### config.mk
export PLATFORM = sky130hd
export DESIGN_NAME = if_pc_fetch_ctrl_flat
export DESIGN_NICKNAME = d
export VERILOG_FILES = /design/src/rtl/if_pc_fetch_ctrl_if.sv /design/src/rtl/if_pc_fetch_ctrl.sv /design/src/flat_wrapper.sv
export SDC_FILE = /design/constraint.sdc
export NUM_CORES = 1
export LEC_CHECK = 0
export CAP_MARGIN = 20
export CORE_ASPECT_RATIO = 2
export CORE_MARGIN = 1
export CORE_UTILIZATION = 49
export DETAILED_ROUTE_END_ITERATION = 16
export GPL_TIMING_DRIVEN = 0
export PLACE_DENSITY = 0.79
export SYNTH_ARGS = -nofsm -noshare
export SYNTH_HDL_FRONTEND = slang
export SYNTH_SLANG_ARGS = --single-unit
export TNS_END_PERCENT = 10
### constraint.sdc
create_clock -name clk -period 2.8 [get_ports clk]
set_clock_uncertainty 0.15 [all_clocks]
set_input_delay 0.42 -clock clk [delete_from_list [all_inputs] [get_ports clk]]
set_output_delay 0.42 -clock clk [all_outputs]
set_load 0.05 [all_outputs]
### src/rtl/if_pc_fetch_ctrl_if.sv
// Fetch-stage bundle: hazard controls, redirect bus, ROM port and IF/ID outputs.
// master = pipeline/hazard side driving controls, slave = the fetch controller.
interface if_pc_fetch_ctrl_if;
    logic        stall_i;
    logic        freeze_i;
    logic        redirect_i;
    logic [31:0] redirect_pc_i;
    logic [31:0] inst_i;
    logic [31:0] pc_o;
    logic        flush_o;
    logic [31:0] if_id_pc_o;
    logic [31:0] if_id_pc4_o;
    logic [31:0] if_id_inst_o;
    logic        if_id_valid_o;
    logic [31:0] redir_cnt_o;

    modport master (
        output stall_i, freeze_i, redirect_i, redirect_pc_i, inst_i,
        input  pc_o, flush_o, if_id_pc_o, if_id_pc4_o, if_id_inst_o,
               if_id_valid_o, redir_cnt_o
    );

    modport slave (
        input  stall_i, freeze_i, redirect_i, redirect_pc_i, inst_i,
        output pc_o, flush_o, if_id_pc_o, if_id_pc4_o, if_id_inst_o,
               if_id_valid_o, redir_cnt_o
    );
endinterface

### src/rtl/if_pc_fetch_ctrl.sv
// Program counter and IF/ID register owner: applies redirects, stalls and freezes,
// buffers a redirect seen during a freeze and replays it when the freeze lifts.
module if_pc_fetch_ctrl #(
    parameter logic [31:0] RESET_PC = 32'h0000_0000,
    parameter logic [31:0] NOP_INST = 32'h0000_0013
) (
    input  logic                clk,
    input  logic                rst_n,
    if_pc_fetch_ctrl_if.slave   fif
);

    typedef enum logic [2:0] {
        ACT_STEP,
        ACT_FREEZE,
        ACT_LIVE,
        ACT_PEND,
        ACT_STALL
    } act_e;

    act_e        act;

    logic [31:0] pc_q, pc_d;
    logic [31:0] if_id_pc_q, if_id_pc_d;
    logic [31:0] if_id_pc4_q, if_id_pc4_d;
    logic [31:0] if_id_inst_q, if_id_inst_d;
    logic        if_id_valid_q, if_id_valid_d;
    logic        pend_vld_q, pend_vld_d;
    logic [31:0] pend_pc_q, pend_pc_d;
    logic [31:0] redir_cnt_q, redir_cnt_d;
    logic        flush;

    function automatic logic [31:0] align_word(input logic [31:0] t);
        return {t[31:2], 2'b00};
    endfunction

    // Priority: freeze > live redirect > pending redirect > stall > sequential step.
    always_comb begin
        act = ACT_STEP;
        if (fif.freeze_i) begin
            act = ACT_FREEZE;
        end else if (fif.redirect_i) begin
            act = ACT_LIVE;
        end else if (pend_vld_q) begin
            act = ACT_PEND;
        end else if (fif.stall_i) begin
            act = ACT_STALL;
        end
    end

    always_comb begin
        pc_d          = pc_q;
        if_id_pc_d    = if_id_pc_q;
        if_id_pc4_d   = if_id_pc4_q;
        if_id_inst_d  = if_id_inst_q;
        if_id_valid_d = if_id_valid_q;
        pend_vld_d    = pend_vld_q;
        pend_pc_d     = pend_pc_q;
        redir_cnt_d   = redir_cnt_q;
        flush         = 1'b0;

        unique case (act)
            ACT_FREEZE: begin
                // Latest redirect within one freeze window wins.
                if (fif.redirect_i) begin
                    pend_vld_d = 1'b1;
                    pend_pc_d  = align_word(fif.redirect_pc_i);
                end
            end
            ACT_LIVE, ACT_PEND: begin
                // Bubble keeps the old IF/ID pc/pc4; only inst and valid change.
                pc_d          = (act == ACT_LIVE) ? align_word(fif.redirect_pc_i)
                                                  : pend_pc_q;
                if_id_inst_d  = NOP_INST;
                if_id_valid_d = 1'b0;
                pend_vld_d    = 1'b0;
                redir_cnt_d   = redir_cnt_q + 32'd1;
                flush         = 1'b1;
            end
            ACT_STALL: begin
            end
            default: begin
                pc_d          = pc_q + 32'd4;
                if_id_pc_d    = pc_q;
                if_id_pc4_d   = pc_q + 32'd4;
                if_id_inst_d  = fif.inst_i;
                if_id_valid_d = 1'b1;
            end
        endcase
    end

    // ---- IF -> ID stage boundary ----
    always_ff @(posedge clk) begin
        if (!rst_n) begin
            pc_q          <= RESET_PC;
            if_id_pc_q    <= 32'h0;
            if_id_pc4_q   <= 32'h0;
            if_id_inst_q  <= NOP_INST;
            if_id_valid_q <= 1'b0;
            pend_vld_q    <= 1'b0;
            pend_pc_q     <= 32'h0;
            redir_cnt_q   <= 32'h0;
        end else begin
            pc_q          <= pc_d;
            if_id_pc_q    <= if_id_pc_d;
            if_id_pc4_q   <= if_id_pc4_d;
            if_id_inst_q  <= if_id_inst_d;
            if_id_valid_q <= if_id_valid_d;
            pend_vld_q    <= pend_vld_d;
            pend_pc_q     <= pend_pc_d;
            redir_cnt_q   <= redir_cnt_d;
        end
    end

    assign fif.pc_o          = pc_q;
    assign fif.flush_o       = flush;
    assign fif.if_id_pc_o    = if_id_pc_q;
    assign fif.if_id_pc4_o   = if_id_pc4_q;
    assign fif.if_id_inst_o  = if_id_inst_q;
    assign fif.if_id_valid_o = if_id_valid_q;
    assign fif.redir_cnt_o   = redir_cnt_q;

endmodule

### src/flat_wrapper.sv
// flat-port wrapper written by rule: the top's interface ports become plain ports
module if_pc_fetch_ctrl_flat 
#(
    parameter logic [31:0] RESET_PC = 32'h0000_0000,
    parameter logic [31:0] NOP_INST = 32'h0000_0013
)
  (clk, rst_n, fif_stall_i, fif_freeze_i, fif_redirect_i, fif_redirect_pc_i, fif_inst_i, fif_pc_o, fif_flush_o, fif_if_id_pc_o, fif_if_id_pc4_o, fif_if_id_inst_o, fif_if_id_valid_o, fif_redir_cnt_o);
  if_pc_fetch_ctrl_if fif_i ();
  input  logic clk;
  input  logic rst_n;
  input wire logic [$bits(fif_i.stall_i)-1:0] fif_stall_i;
  input wire logic [$bits(fif_i.freeze_i)-1:0] fif_freeze_i;
  input wire logic [$bits(fif_i.redirect_i)-1:0] fif_redirect_i;
  input wire logic [$bits(fif_i.redirect_pc_i)-1:0] fif_redirect_pc_i;
  input wire logic [$bits(fif_i.inst_i)-1:0] fif_inst_i;
  output wire logic [$bits(fif_i.pc_o)-1:0] fif_pc_o;
  output wire logic [$bits(fif_i.flush_o)-1:0] fif_flush_o;
  output wire logic [$bits(fif_i.if_id_pc_o)-1:0] fif_if_id_pc_o;
  output wire logic [$bits(fif_i.if_id_pc4_o)-1:0] fif_if_id_pc4_o;
  output wire logic [$bits(fif_i.if_id_inst_o)-1:0] fif_if_id_inst_o;
  output wire logic [$bits(fif_i.if_id_valid_o)-1:0] fif_if_id_valid_o;
  output wire logic [$bits(fif_i.redir_cnt_o)-1:0] fif_redir_cnt_o;
  assign fif_i.stall_i = fif_stall_i;
  assign fif_i.freeze_i = fif_freeze_i;
  assign fif_i.redirect_i = fif_redirect_i;
  assign fif_i.redirect_pc_i = fif_redirect_pc_i;
  assign fif_i.inst_i = fif_inst_i;
  assign fif_pc_o = fif_i.pc_o;
  assign fif_flush_o = fif_i.flush_o;
  assign fif_if_id_pc_o = fif_i.if_id_pc_o;
  assign fif_if_id_pc4_o = fif_i.if_id_pc4_o;
  assign fif_if_id_inst_o = fif_i.if_id_inst_o;
  assign fif_if_id_valid_o = fif_i.if_id_valid_o;
  assign fif_redir_cnt_o = fif_i.redir_cnt_o;
  if_pc_fetch_ctrl #(.RESET_PC(RESET_PC), .NOP_INST(NOP_INST)) u_core (.clk(clk), .rst_n(rst_n), .fif(fif_i));
endmodule
After elaboration in Yosys (flattened, before gate mapping) --
Index checks and enable logic that the tools add are counted. W data, S select, Z words.
Cells by class: $add $sub $neg 2, equal/unequal tests 5, muxes and demuxes 11, reductions and logical operators 6
Operators with widths (number):
- $pmux W32 S2 | 2
- $add A32 B1 Y32 const B | 1
- $add A32 B3 Y32 const B | 1
- $mux W32 | 1
- $mux W3 | 4
- $eq A3 B2 Y1 const B | 2
- $pmux W1 S2 | 2
- $reduce_and A2 Y1 | 2
- $reduce_or A2 Y1 | 2
- $reduce_or A4 Y1 | 1
- $eq A3 B1 Y1 const B | 1
- $eq A3 B3 Y1 const B | 1
- $mux W1 | 2
- $ne A2 B2 Y1 const B | 1
- $reduce_bool A2 Y1 | 1
Word-level totals: register bits after elaboration 192, bits of input ports 69, output and inout port bits 162, word-level logic and storage cells 32

Depth between registers and ports, before layout --
depth in word-level cells 8, gate-level depth with buffers 7, gate-level depth less buffers 5

Worst setup path after synthesis --
OpenSTA, ideal clock, no wires.
path type flip-flop to flip-flop, start register u_core.pc_q[2] (netlist: u_core.fif.pc_o[2]), end register u_core.if_id_pc4_q[20] (netlist: u_core.fif.if_id_pc4_o[20]), setup time 0.091 ns, arrival time 2.429 ns, data required time 2.559 ns, path slack 0.130 ns, stages on the path, launching flop included 7, buffers on the path 1, clock period less this slack 2.670 ns, cell sequence dfxtp_1 -> ha_1 -> nand3_2 -> or4_1 -> buf_2 -> or3_1 -> a311oi_1
Between the ends: longest elaborated chain between the ends 1
RTL lines:
- start, declared | RTL line if_pc_fetch_ctrl.sv:22 | logic [31:0] pc_q, pc_d;
- start signal, assigned | RTL line if_pc_fetch_ctrl.sv:103 | pc_q <= pc_d;
- $add A32 B3 Y32 | RTL line if_pc_fetch_ctrl.sv:84 | if_id_pc4_d = pc_q + 32'd4;
- end signal, assigned | RTL line if_pc_fetch_ctrl.sv:105 | if_id_pc4_q <= if_id_pc4_d;
- end, declared | RTL line if_pc_fetch_ctrl.sv:24 | logic [31:0] if_id_pc4_q, if_id_pc4_d;
Every way passes these cells. A chain may end at the register's enable or synchronous reset.

Worst setup path after layout --
start register u_core.pend_vld_q, end output fif_flush_o
Between the ends: longest elaborated chain between the ends 6, elaborated cells on any way between the ends 7, classes of those cells eq/ne (2); mux (4); reduce/logical (1)
RTL lines:
- start, declared | RTL line if_pc_fetch_ctrl.sv:27 | logic pend_vld_q, pend_vld_d;
- start signal, assigned | RTL line if_pc_fetch_ctrl.sv:108 | pend_vld_q <= pend_vld_d;
- $mux W3 * | RTL line if_pc_fetch_ctrl.sv:43 | end else if (pend_vld_q) begin
- $mux W3 * | RTL line if_pc_fetch_ctrl.sv:41 | end else if (fif.redirect_i) begin
- $mux W3 * | RTL line if_pc_fetch_ctrl.sv:39 | if (fif.freeze_i) begin
- $eq A3 B2 Y1 | RTL line if_pc_fetch_ctrl.sv:61 | unique case (act)
- $reduce_or A2 Y1 * | RTL line if_pc_fetch_ctrl.sv:61
- $mux W1 * | RTL line if_pc_fetch_ctrl.sv:61
- end, declared | RTL line flat_wrapper.sv:17 | output wire logic [$bits(fif_i.flush_o)-1:0] fif_flush_o;
Mark *: on every way between the ends. The rest lies on a longest branch, timed or not.

==> flow_summary.toml <==
[status]
status = "finished, violations left"
violations = "setup timing"

[setup_path]
cp_max_fo = 10
r2r-start = "u_core.pend_vld_q$_SDFFE_PN0P_"
required_ps = 2230
cp-startpoint = "u_core.pend_vld_q$_SDFFE_PN0P_"
critPathCaptureType = "output port"
crit_path_start_kind = "flop"
crit_type = "flop to output port"
cp.arrival_ps = 2310

[sta]
setup_viol = 1
setup_slack_ps = -79.2
fmax_mhz = 347
rsz0062_at_grt = "true"
max_slew_margin = 0.314
post-route-period-util = 1.03
setup_tns_ps = -79.2
slew_viol_final = 0
hold_viol = 0
worst_slew_pin_slew_ps = 1020
min_period_ps = 2880

[logic_synthesis]
ys_seq_elements = 186
yosys-top-cells-area = "dfxtp_1 43%, nand2_1 8.1%, a21oi_1 6.5%"
synth_warnings = 0
synthCells = 1092
synth-seq-area-share = 0.430
postSynthAreaPerCell_um2 = 7.93
yosys.area.top_type = "dfxtp_1"
synthFlopType = "dfxtp_1"
ys_types = 63
synth_area_um2 = 8660
synth_edf_count = 0
async_flop_share = 0
yosys.area.top_type_share = 0.430

[route]
drt_iter0_markers = 695
dr_total_vias = 9521
wire_per_inst_um = 20.7
antenna_left = 0
drc = 0
drt-pass1-iter-count = 8
routed_wl_um = 32200
vias_per_cell = 6.10

[finish]
synthToLayoutAreaGrowth_pct = 36.2
antenna_cells = 0
final_cells = 1561
drive_gt1_frac = 0.0577
final_core_util = 0.683
nNetsFinal = 1409
n_fill_cell = 1493

[grt]
grt_pass1_vias = 9182
track_usage = 0.355
grt_max_degree = 17
grt.overflow.total = 0
grt_pass1_wl_um = 48600
antenna_found_initial = 0

[placement]
dpl.cell_count = 1527
io_buffers = 220
place.gp.congestion = 0.966
hpwl_um = 24000

[clock_tree]
clkLatencyLatePin_ps = 450
cts.sinks = 186
cts-root-buf = "clkbuf_16"
tritoncts = "yes"
cts.path.max_buffers = 2
cts.reportedPaths.clkPinSlew_ps = 70
cts.htree.levels = 4
cts_hold_buffers = 0
cts_buffers = 17

[floorplanning]
die_area_um2 = 18200
row_count = 68
die_width_um = 96.0
initial_core_util = 0.501
die_h_um = 190
core_um2 = 17300
ios = 231

[run]
cap_violations = 0

[min_path]
hold_start = "u_core.fif.if_id_pc_o[2]$_SDFFE_PN0N_"
hold_path.class = "flop to flop"

[power]
ir_worst_vdd_mv = 0.439
power_density_nw_per_um2 = 557
p_leak_nw = 3.94
finalPower_w = 0.00656
worst max-delay path, cell delays in order, from the launching register on:
cell	delay, ps
dfxtp_1	300
buf_2	170
o21bai_4	350
clkinv_2	240
clkbuf_2	300
dlygate4sd2_1	490
registers in the layout, indices dropped and copies added (netlist names):
register	flops
u_core.fif.if_id_inst_o	32
u_core.fif.redir_cnt_o	32
u_core.fif.if_id_pc4_o	30
u_core.fif.if_id_pc_o	30
u_core.fif.pc_o	30
u_core.pend_pc_q	30
u_core.fif.if_id_valid_o	1
u_core.pend_vld_q	1
final timing paths:
check / slack (ps) / cells after the start / end
max: -80 / 5 / fif_flush_o
min: 310 / 2 / u_core.fif.if_id_pc_o[2]$_SDFFE_PN0N_
max reg2reg: 70 / 6 / u_core.fif.pc_o[28]$_SDFFE_PN0N_
min reg2reg: 310 / 2 / u_core.fif.if_id_pc_o[2]$_SDFFE_PN0N_
placed cells by master, fill, tap and decap left out, types with 29 or more instances in the layout:
cell type and instances:
clkdlybuf4s50_1 219, nand2_1 187, dfxtp_1 184, a21oi_1 113, clkbuf_1 71, nor2_1 59, o21ai_0 55, nand3_1 38
or4_1 34, a22oi_1 29
synthesized netlist by cell type (6+ instances only):
master	number
nand2_1	187
dfxtp_1	186
a21oi_1	113
clkbuf_1	74
nor2_1	59
o21ai_0	55
nand3_1	38
or4_1	34
a22oi_1	29
inv_1	27
o31ai_1	21
nand4_1	18
nor3_1	18
xnor2_1	17
or3_1	16
buf_2	15
a211oi_1	14
a32oi_1	13
o211ai_1	11
nor4_1	10
o2111ai_1	10
a31oi_1	9
buf_1	9
and4_1	8
xor2_1	8
a311oi_1	7
and2_1	6
buf_4	6
nand2b_1	6
o211a_1	6
power by group:
| group | total (W) | internal (W) | switching (W) |
|---|---|---|---|
| clock | 0.00251 | 0.00140 | 0.00111 |
| sequential | 0.00285 | 0.00275 | 0.000101 |
| combinational | 0.00120 | 0.000401 | 0.000801 |
| total | 0.00656 | 0.00456 | 0.00201 |
logic make-up (layout without fill, tap and decap cells):
family                     after synthesis  count (layout)  share of synthesized area
muxes                                    2               2                    0.00231
other                                    1               6                   0.000433
adders and majority gates                2               2                    0.00289
AOI/OAI and AO/OA                      316             316                      0.234
DFF                                    186             186                      0.430
and+or+nand+nor                        423             423                      0.238
xor gates and xnor gates                25              25                     0.0253
buffers and inverters                  137             391                     0.0662
cell type report:
| type | instances | area [µm²] | share of cell area |
|---|---|---|---|
| sequential | 186 | 3730 | 0.316 |
| inverter | 29 | 110 | 0.00934 |
| tap | 210 | 263 | 0.0223 |
| buffer | 108 | 472 | 0.0400 |
| clock inverter | 11 | 135 | 0.0115 |
| multi-input combinational | 774 | 4400 | 0.373 |
| timing repair buffer | 222 | 2220 | 0.188 |
| clock buffer | 21 | 470 | 0.0399 |
routing by layer:
layer	GRT usage	routed length (µm)	vias to the layer above	part of all wire
met5	0	0	-	0
met4	0.284	2410	0	0.075
met3	0.0647	2050	155	0.063
met2	0.607	16600	484	0.52
met1	0.368	11200	4457	0.35
li1	-	-	4425	-
through the flow:
stage / setup WS (ps) / hold slack [ps] / cell area, µm²
finish: -79.2 / 306 / 11800
global route: -78.3 / 321 / 11800
CTS: -28.3 / 307 / 11800
detailed placement: -782 / 296 / 11100
global placement: -854 / 291 / 11100
floorplan: 130 / 286 / 8680
timing repair:
action	4_1_cts	5_1_grt
resized for setup	8	5
gates cloned	0	0
buffers inserted	0	2
pin swaps	0	1
setup endpoints to repair	75	59
No activity file was read; power rests on OpenSTA's default activity.
